### config.mk
export PLATFORM = sky130hd
export DESIGN_NAME = immediate_interpreter
export DESIGN_NICKNAME = d
export VERILOG_FILES = /design/src/rtl/immediate_interpreter_pkg.sv /design/src/rtl/immediate_interpreter_ascii_digit_decode.sv /design/src/rtl/immediate_interpreter.sv
export SDC_FILE = /design/constraint.sdc
export NUM_CORES = 1
export LEC_CHECK = 0
export ABC_AREA = 0
export CORE_MARGIN = 5
export CORE_UTILIZATION = 50
export DETAILED_ROUTE_END_ITERATION = 16
export PLACE_DENSITY = 0.7
export SLEW_MARGIN = 10
export SYNTH_ARGS = -nofsm -noshare
export SYNTH_HDL_FRONTEND = slang
export SYNTH_SLANG_ARGS = --single-unit
### constraint.sdc
create_clock -name clk_in -period 10.9 [get_ports clk_in]
set_input_delay 1.09 -clock clk_in [delete_from_list [all_inputs] [get_ports clk_in]]
set_output_delay 1.09 -clock clk_in [all_outputs]
set_load 0.02 [all_outputs]
### src/rtl/immediate_interpreter_pkg.sv
// Shared constants for the immediate-operand parser: delimiter/sign ASCII codes
// and the default accumulator width.
package immediate_interpreter_pkg;

  localparam int IMM_WIDTH_DEFAULT = 32;

  localparam logic [7:0] ASCII_SPACE   = 8'h20;
  localparam logic [7:0] ASCII_COMMA   = 8'h2C;
  localparam logic [7:0] ASCII_LPAREN  = 8'h28;
  localparam logic [7:0] ASCII_NEWLINE = 8'h0A;
  localparam logic [7:0] ASCII_MINUS   = 8'h2D;
  localparam logic [7:0] ASCII_PLUS    = 8'h2B;
  localparam logic [7:0] ASCII_X_LOWER = 8'h78;
  localparam logic [7:0] ASCII_X_UPPER = 8'h58;

  function automatic logic is_delimiter(input logic [7:0] c);
    return (c == ASCII_SPACE) || (c == ASCII_COMMA) ||
           (c == ASCII_LPAREN) || (c == ASCII_NEWLINE);
  endfunction

endpackage

### src/rtl/immediate_interpreter_ascii_digit_decode.sv
// Combinational ASCII digit classifier. Hex letters (a-f, A-F) are recognised
// only when IMMEDIATE_HEX_EN is defined; otherwise is_hex is tied low.
module ascii_digit_decode (
  input  logic [7:0] ascii,
  output logic [3:0] digit,
  output logic       is_dec,
  output logic       is_hex
);

  logic [7:0] offset;

  // NOTE: every output gets a default first so no path through the block can infer a latch.
  always_comb begin
    digit  = 4'd0;
    is_dec = 1'b0;
    is_hex = 1'b0;
    offset = 8'd0;
    if (ascii >= 8'h30 && ascii <= 8'h39) begin
      is_dec = 1'b1;
      offset = ascii - 8'h30;
`ifdef IMMEDIATE_HEX_EN
      is_hex = 1'b1;
    end else if (ascii >= 8'h61 && ascii <= 8'h66) begin
      is_hex = 1'b1;
      offset = ascii - 8'h57;
    end else if (ascii >= 8'h41 && ascii <= 8'h46) begin
      is_hex = 1'b1;
      offset = ascii - 8'h37;
`endif
    end
    digit = offset[3:0];
  end

endmodule

### src/rtl/immediate_interpreter.sv
// Parses one immediate operand token ("-42", "0x7ff", "+3") from the character
// stream into a two's-complement value. Hex prefix support: IMMEDIATE_HEX_EN.
module immediate_interpreter
  import immediate_interpreter_pkg::*;
#(
  parameter int IMM_WIDTH = IMM_WIDTH_DEFAULT
) (
  input  logic                 clk_in,
  input  logic                 rst_in,
  input  logic                 valid_data,
  input  logic                 new_character,
  input  logic [7:0]           incoming_ascii,
  output logic                 error_flag,
  output logic                 done_flag,
  output logic [IMM_WIDTH-1:0] immediate,
  output logic [7:0]           delimiter
);

  typedef enum logic [2:0] {
    IDLE, SIGN, ZERO, DEC, HEX_PRE, HEX, RETURN, ERROR
  } state_t;

  localparam logic [IMM_WIDTH+3:0] NEG_LIMIT = (IMM_WIDTH+4)'(1) << (IMM_WIDTH-1);

  state_t               state;
  logic [IMM_WIDTH-1:0] acc;
  logic                 neg;

  logic [3:0]           digit;
  logic                 is_dec;
  logic                 is_hex;
  logic                 is_delim;
  logic [IMM_WIDTH+3:0] dec_sum;
  logic                 dec_ovf;

  ascii_digit_decode u_decode (
    .ascii  (incoming_ascii),
    .digit  (digit),
    .is_dec (is_dec),
    .is_hex (is_hex)
  );

  assign is_delim = is_delimiter(incoming_ascii);

  // acc*10 + d without a multiplier; the extra 4 bits expose any carry-out.
  assign dec_sum = ({4'b0, acc} << 3) + ({4'b0, acc} << 1) + (IMM_WIDTH+4)'(digit);
  assign dec_ovf = neg ? (dec_sum > NEG_LIMIT) : (dec_sum[IMM_WIDTH+3:IMM_WIDTH] != 4'b0);

`ifdef IMMEDIATE_HEX_EN
  logic hex_ovf;
  assign hex_ovf = (acc[IMM_WIDTH-1:IMM_WIDTH-4] != 4'b0);
`else
  logic unused_hex;
  assign unused_hex = is_hex;
`endif

  // NOTE: asynchronous active-low reset sits in the sensitivity list; all state uses <= so every register samples pre-edge values.
  always_ff @(posedge clk_in or negedge rst_in) begin
    if (!rst_in) begin
      state      <= IDLE;
      acc        <= '0;
      neg        <= 1'b0;
      immediate  <= '0;
      delimiter  <= 8'd0;
      error_flag <= 1'b0;
      done_flag  <= 1'b0;
    end else begin
      done_flag <= 1'b0;
      if (!valid_data) begin
        state      <= IDLE;
        error_flag <= 1'b0;
      end else if (state == RETURN) begin
        state <= IDLE;
      end else if (new_character) begin
        case (state)
          IDLE: begin
            acc <= '0;
            neg <= 1'b0;
            if (incoming_ascii == ASCII_SPACE) begin
              state <= IDLE;
            end else if (incoming_ascii == ASCII_MINUS || incoming_ascii == ASCII_PLUS) begin
              state <= SIGN;
              neg   <= (incoming_ascii == ASCII_MINUS);
            end else if (is_dec) begin
              state <= (digit == 4'd0) ? ZERO : DEC;
              acc   <= IMM_WIDTH'(digit);
            end else begin
              state      <= ERROR;
              error_flag <= 1'b1;
            end
          end
          SIGN: begin
            if (is_dec) begin
              state <= (digit == 4'd0) ? ZERO : DEC;
              acc   <= IMM_WIDTH'(digit);
            end else begin
              state      <= ERROR;
              error_flag <= 1'b1;
            end
          end
          ZERO: begin
            if (is_dec) begin
              state <= DEC;
              acc   <= IMM_WIDTH'(digit);
`ifdef IMMEDIATE_HEX_EN
            end else if (incoming_ascii == ASCII_X_LOWER || incoming_ascii == ASCII_X_UPPER) begin
              state <= HEX_PRE;
`endif
            end else if (is_delim) begin
              state     <= RETURN;
              done_flag <= 1'b1;
              immediate <= '0;
              delimiter <= incoming_ascii;
            end else begin
              state      <= ERROR;
              error_flag <= 1'b1;
            end
          end
          DEC: begin
            if (is_dec && !dec_ovf) begin
              acc <= dec_sum[IMM_WIDTH-1:0];
            end else if (is_delim) begin
              state     <= RETURN;
              done_flag <= 1'b1;
              immediate <= neg ? -acc : acc;
              delimiter <= incoming_ascii;
            end else begin
              state      <= ERROR;
              error_flag <= 1'b1;
            end
          end
`ifdef IMMEDIATE_HEX_EN
          HEX_PRE: begin
            if (is_hex) begin
              state <= HEX;
              acc   <= IMM_WIDTH'(digit);
            end else begin
              state      <= ERROR;
              error_flag <= 1'b1;
            end
          end
          HEX: begin
            if (is_hex && !hex_ovf) begin
              acc <= {acc[IMM_WIDTH-5:0], digit};
            end else if (is_delim) begin
              state     <= RETURN;
              done_flag <= 1'b1;
              immediate <= neg ? -acc : acc;
              delimiter <= incoming_ascii;
            end else begin
              state      <= ERROR;
              error_flag <= 1'b1;
            end
          end
`endif
          ERROR:   state <= ERROR;
          default: state <= IDLE;
        endcase
      end
    end
  end

endmodule

---- Yosys cells after proc, flatten, opt, wreduce, memory -nomap -nowiden ----
Cells that the tools add are included.
word-level totals
  register bits ........................... 78
  bits of input ports ..................... 12
  output and inout bits ................... 42
  logic and storage cells ................. 109
cells by class
  $add $sub $neg .......................... 4
  reduce and logical (&&, ||, !) cells .... 19
  muxes and demuxes ....................... 49
  bitwise logic cells ..................... 1
  magnitude comparators ................... 3
  equal/unequal tests ..................... 26
operators by type and width
  kind                    count
  $mux W32                7
  $pmux W32 S3            1
  $pmux W32 S2            1
  $eq A8 B6 Y1 const B    5
  $add A35 B33 Y36        1
  $add A36 B4 Y36         1
  $gt A36 B32 Y1 const B  1
  $neg A32 Y32            1
  $mux W3                 8
  $mux W8                 3
  $mux W1                 21
  $mux W4                 4
  $pmux W8 S2             1
  $pmux W3 S5             1
  $ne A2 B2 Y1 const B    6
  $ne A3 B3 Y1 const B    4
  $reduce_and A6 Y1       2
  $eq A8 B4 Y1 const B    1
  $ge A8 B6 Y1 const B    1
  $le A8 B6 Y1 const B    1
  $reduce_and A8 Y1       1
  $reduce_and A7 Y1       1
  $eq A3 B2 Y1 const B    2
  $eq A3 B3 Y1 const B    2
  other kinds (20)        25

---- Logic depth before layout (Yosys ltp) ----
  word-level depth ........................ 13
  gate-level depth with buffers ........... 19
  gate-level depth less buffers ........... 16

---- Cells and area by module ----
From an unflattened synthesis, not the netlist that was laid out.
second synthesis, totals
  cells, all modules ...................... 719
  area total of the unflattened synthesis .. 6,481.2 µm²
modules (own cells, without submodules)
  module                 times used  area an instance (µm²)  cells an instance
  immediate_interpreter  1           6,388.6                 708
  ascii_digit_decode     1           92.6                    11

---- Least setup slack after synthesis ----
No wires, ideal clock.
  path kind ............................... input to register
  start ................................... input port incoming_ascii[7]
  end ..................................... register acc[21]
  path slack .............................. 5.053 ns
  library setup time ...................... 0.127 ns
  buffers on the path ..................... 2
  stages .................................. 18
  data arrival time ....................... 5.719 ns
  data required time ...................... 10.773 ns
  cell sequence ........................... nor3b_1 and3_1 clkbuf_1 nand2_1 fa_1 inv_1 ha_1 a211oi_1 o21ai_1 a221oi_2 mux2i_1 nor2_1 or4_1 or3_1 or3_1 o21ai_4 buf_6 mux2_1
on the way
  longest elaborated chain between the ends .. 10
  elaborated cells between the ends (all ways) .. 16
ends and longest elaborated chain
  what                                                         line                                            text
  start, declared                                              immediate_interpreter.sv:12                     input logic [7:0] incoming_ascii,
  $ge A8 B6 Y1 / $le A8 B6 Y1 (equally long branches)          immediate_interpreter_ascii_digit_decode.sv:18  if (ascii >= 8'h30 && ascii <= 8'h39) begin
  $logic_and A1 B1 Y1 *                                        immediate_interpreter_ascii_digit_decode.sv:18
  $mux W4                                                      immediate_interpreter_ascii_digit_decode.sv:18
  $add A36 B4 Y36                                              immediate_interpreter.sv:46                     assign dec_sum = ({4'b0, acc} << 3) + ({4'b0, acc} << 1) + (IMM_WIDTH+4)'(digit);
  $gt A36 B32 Y1 / $reduce_bool A4 Y1 (equally long branches)  immediate_interpreter.sv:47                     assign dec_ovf = neg ? (dec_sum > NEG_LIMIT) : (dec_sum[IMM_WIDTH+3:IMM_WIDTH] != 4'b0);
  $mux W1                                                      immediate_interpreter.sv:47
  $logic_not A1 Y1                                             immediate_interpreter.sv:120                    if (is_dec && !dec_ovf) begin
  $logic_and A1 B1 Y1                                          immediate_interpreter.sv:120
  $ne A2 B2 Y1 (no line)                                       --
  $reduce_and A6 Y1 (no line)                                  --
  end signal, assigned                                         immediate_interpreter.sv:95                     acc <= IMM_WIDTH'(digit);
  end signal, assigned                                         immediate_interpreter.sv:104                    acc <= IMM_WIDTH'(digit);
  end signal, assigned                                         immediate_interpreter.sv:121                    acc <= dec_sum[IMM_WIDTH-1:0];
  end, declared                                                immediate_interpreter.sv:26                     logic [IMM_WIDTH-1:0] acc;
Every way passes the cells marked *; elsewhere a longest branch is shown, timed or not. The select of a mux whose other input is x is not followed.
A chain may end at the register's enable or synchronous reset.

---- Worst setup path in the final report ----
  start ................................... input port incoming_ascii[5]
  end ..................................... register acc[3]
on the way
  longest elaborated chain between the ends .. 10
  elaborated cells between the ends (all ways) .. 24
ends and longest elaborated chain
  what                                                         line
  $ge A8 B6 Y1 / $le A8 B6 Y1 (equally long branches)          immediate_interpreter_ascii_digit_decode.sv:18
  $logic_and A1 B1 Y1                                          immediate_interpreter_ascii_digit_decode.sv:18
  $mux W4                                                      immediate_interpreter_ascii_digit_decode.sv:18
  $add A36 B4 Y36                                              immediate_interpreter.sv:46
  $gt A36 B32 Y1 / $reduce_bool A4 Y1 (equally long branches)  immediate_interpreter.sv:47
  $mux W1                                                      immediate_interpreter.sv:47
  $logic_not A1 Y1                                             immediate_interpreter.sv:120
  $logic_and A1 B1 Y1                                          immediate_interpreter.sv:120
  $ne A2 B2 Y1 (no line)                                       --
  $reduce_and A6 Y1 (no line)                                  --
Several ways; a longest one is shown, not always the timed one. The select of a mux whose other input is x is not followed.

==> results by group <==
Placement
  – Placed Area: 6970 µm²
  – Count of input and output buffers: 53
  – HPWL after detailed placement: roughly 13 mm
  – Global placement routability congestion: roughly 0.94

Synth
  – Share of the synthesized area in the top cell type: approximately 30%
  – Post-Synthesis Cells: 740
  – Syn_nets: between 800 and 900
  – Combined area of all synthesized cells: about 6400 µm²
  – Avg Inst Size Synth: 8.60 µm²
  – Flip-flop and latch count after synthesis: 78
  – Top flip-flop cell by instance count after synthesis: dfrtp_1
  – Top-count cell post-synth: nand2_1
  – Post-synth ARST share: between 90% and 100%
  – Unique cell type count in the Yosys netlist: 63
  – Sequential element share of the synthesized area: 30.7%
  – Top cells by area in the synthesized netlist: dfrtp_1 (31%), ha_1 (13%), nand2_1 (6.7%)
  – EDFF count, synth: 0
  – Number of synthesis warnings: 0
  – Commonest cells in the synthesized netlist: nand2_1 (114), dfrtp_1 (78), ha_1 (64)
  – Post-synthesis cell type with the largest combined area: dfrtp_1

Timing
  – Post-route clock period utilization: 67.2%
  – Slew at the pin closest to its max-slew limit: 1.15 ns
  – Clock Skew: roughly 0.0047 ns
  – Final-layout setup total negative slack: 0 ns
  – Setup repair after global routing missed its margin: false
  – Total of endpoints with negative setup slack in the final report: 0
  – Peak Freq: ~140 MHz
  – Final count of pins violating max slew: 0
  – Headroom to the max-slew limit: 22.8%
  – Post-layout min period: about 7.3 ns
  – Final number of hold-violating endpoints: 0

Critical path
  – Crit path arrival time: ~7.6 ns
  – R2R cell count: 14
  – Kind of cell adding the most delay to the critical path: simple AND/OR/NAND/NOR gates
  – Most Frequent Cell on Critical Path: or3_1
  – Startpoint class of the critical path: input port
  – Critical register-to-register path startpoint: acc[2]
  – Maximum cell stage delay along the critical path: 0.92 ns
  – Crit path capture type: register
  – Setup Crit Path Kind: input port to register
  – Crit Reg-Reg Endpoint: acc[3]
  – Critical Path, Cell by Cell: clkdlybuf4s50_1, nor3b_1, and3_1, nand2_1, fa_1, inv_1, ha_1, a211oi_1, o21ai_1, a221oi_2, mux2i_1, nor2_1, or4_1, or3_1, or3_1, o21ai_4, mux2_2
  – Reg-to-reg setup timing slack: about 5.3 ns
  – Worst Path Buf+Inv: 2
  – Required time at the endpoint of the critical path: roughly 11 ns
  – Worst-path maximum fanout: 32
  – Worst path slowest cell: o21ai_4

Hold path
  – Type of the most critical hold path: register to register
  – Min-Delay Path Depth: 2
  – Sink of the worst hold path: immediate[3]
  – Min-Delay Startpoint: immediate[3]

Clock tree
  – Quantity of gates resized following cts: 0
  – Clock tree root buffer cell: clkbuf_16
  – Maximum buffer depth of the clock tree: 2
  – TritonCTS clock tree: yes
  – Post-CTS setup buffer count: 0
  – Deepest level of the CTS H-tree: 3
  – Clock latency reported for the late side of the worst-skew pair: 0.34 ns
  – Cts bufs inserted: 9
  – Clock edge transition at the registers on the reported setup and hold paths: about 0.06 ns
  – Sinks on the clock net: 78
  – Total of hold buffers inserted after clock tree synthesis: 0

Pwr
  – Leakage power summed over all cells: 3.42 nW
  – Internal power of the cells: 0.485 mW
  – Net load switching power: 0.161 mW
  – Proportion of power drawn by flip-flops and latches: 46.1%
  – Maximum ir drop on the vdd rail: roughly 61 µV
  – Clock share of power: a little over two fifths
  – Switching share of total power: ~25%
  – Combinational group share of total power: around a tenth
  – Power density over the cells: between 80 and 90 nW/µm²

Floorplanning
  – Number of top-level design ports: between 50 and 60
  – Site Rows: 41
  – Horizontal die dimension: approximately 120 µm
  – Starting utilization of the core area: 50.6%
  – Die ar.: ~15000 µm²
  – Die Y: between 100 and 150 µm
  – Placeable core region: approximately 13000 µm²

Layout
  – Number of nets at the end of the flow: roughly 850
  – Fraction of the core area covered by cells at the end of the flow: approximately 58%
  – Design Area, Final: approximately 7200 µm²
  – Ant. Diodes: 0
  – Relative area change from synthesis to final layout: 13.9%
  – Layout cell share with drive strength beyond 1: 4.11%

Drt
  – Count of vias placed by the detailed router: between 5000 and 6000
  – DRC violations left: 0
  – Post-detailed-route wirelength per cell: 17.9 µm
  – Antenna-violating nets left: 0
  – Total iterations of the first detailed-routing run: 6
  – Initial detailed-routing violation count: between 400 and 500
  – Routed wire length: ~17 mm
  – Detail-routed via count per cell: just over 6

Global routing
  – Gr ovfl total: 0
  – Vias in the first global route: 5731
  – Initial antenna violation count: 0
  – Total global routing track utilization: around a quarter
  – Wire length of the first global-routing pass: ~28 mm
  – Maximum number of pins on one net before global-route repair: 79

Flow run
  – Max-Cap Viols: 0

Run status
  – Status: finished clean
-- worst register-to-register path, stage by stage (launching register included) --
cell	delay [ns]
dfrtp_1	0.42
inv_1	0.12
fa_1	0.51
inv_1	0.08
ha_1	0.32
a211oi_1	0.39
o21ai_1	0.24
a221oi_2	0.43
mux2i_1	0.28
nor2_1	0.06
or4_1	0.51
or3_1	0.38
or3_1	0.42
o21ai_4	0.92
mux2_2	0.45
-- sequential cells by signal (all words and copies together), names as in the netlist --
register / count
neg: 1
immediate: 32
state: 3
error_flag: 1
done_flag: 1
delimiter: 8
acc: 32
-- cells in the final DEF, fill, tap and decap left out, types with 6 or more instances in the layout --
cell	Yosys	final
clkdlybuf4s50_1	0	52
nor2b_1	7	7
or4_1	12	12
mux2_1	17	17
o21a_1	7	7
nor2_1	47	47
or3_1	7	7
clkbuf_16	0	9
ha_1	64	64
a21oi_1	41	41
mux2i_1	15	15
and3_1	7	7
a211oi_1	8	8
o211ai_1	10	10
dfrtp_1	78	78
o21ai_1	6	6
o31ai_1	11	11
nor3_1	13	13
xor2_1	35	35
o41ai_1	6	6
xnor2_1	23	23
nand4_1	11	11
inv_1	23	23
a21o_1	8	8
nand2_1	114	114
o21ai_0	60	60
nand3_1	11	11
and2_1	11	11
-- through the flow --
stage          cells  setup slack [ns]  power (mW)  hold slack, ns
4_1_cts          951              3.73       0.649           0.480
3_3_place_gp     935              3.53       0.369           0.457
3_5_place_dp     935              3.39       0.371           0.467
2_1_floorplan    740              5.05       0.347           0.510
5_1_grt          951              3.20       0.669           0.496
6_report         951              3.57       0.646           0.475
-- worst max path at each step --
stage                            startpoint      end  slack [ns]  depth (start not counted)
final                     incoming_ascii[5]   acc[3]        3.57                         17
after global routing      incoming_ascii[5]   acc[3]        3.20                         17
after CTS                 incoming_ascii[5]   acc[3]        3.73                         17
after detailed placement  incoming_ascii[5]   acc[3]        3.39                         17
after global placement    incoming_ascii[5]   acc[3]        3.53                         17
after floorplan           incoming_ascii[7]  acc[21]        5.05                         18
-- power by group through the flow --
stage / sequential [mW] / clock [mW] / combinational [mW]
finish: 0.298 / 0.280 / 0.0684
global route: 0.298 / 0.294 / 0.0764
CTS: 0.298 / 0.282 / 0.0685
detailed placement: 0.303 / 0 / 0.0678
global placement: 0.303 / 0 / 0.0662
floorplan: 0.301 / 0 / 0.0458
-- layer usage --
layer | routed length, µm | global-route usage, % | vias to the layer above | share of wire, %
met5 | 0 | 0 | - | 0
met4 | 391 | 8.33 | 0 | 2.3
met3 | 1110 | 3.69 | 49 | 6.5
met2 | 7900 | 38.3 | 223 | 46
met1 | 7610 | 31.1 | 2746 | 45
li1 | - | - | 2750 | -
-- cell type report --
type / count / area (µm²)
inverters: 23 / 86.3
multi-input cells: 607 / 4170
flip-flops and latches: 78 / 1950
fillers: 1133 / 5320
well taps: 172 / 215
clock buffers: 13 / 260
clock inverters: 3 / 18.8
repair buffers: 55 / 543
-- kinds of logic after synthesis --
| logic type | synth area share, % |
|---|---|
| XOR/XNOR | 7.98 |
| AND/OR/NAND/NOR | 18.5 |
| adder cells (fa/ha/maj) | 13.2 |
| multiplexers | 6.08 |
| AO/OA/AOI/OAI | 19.8 |
| flip-flops | 30.7 |
| buffers and inverters | 3.74 |
Power figures use the tool's default switching activity.
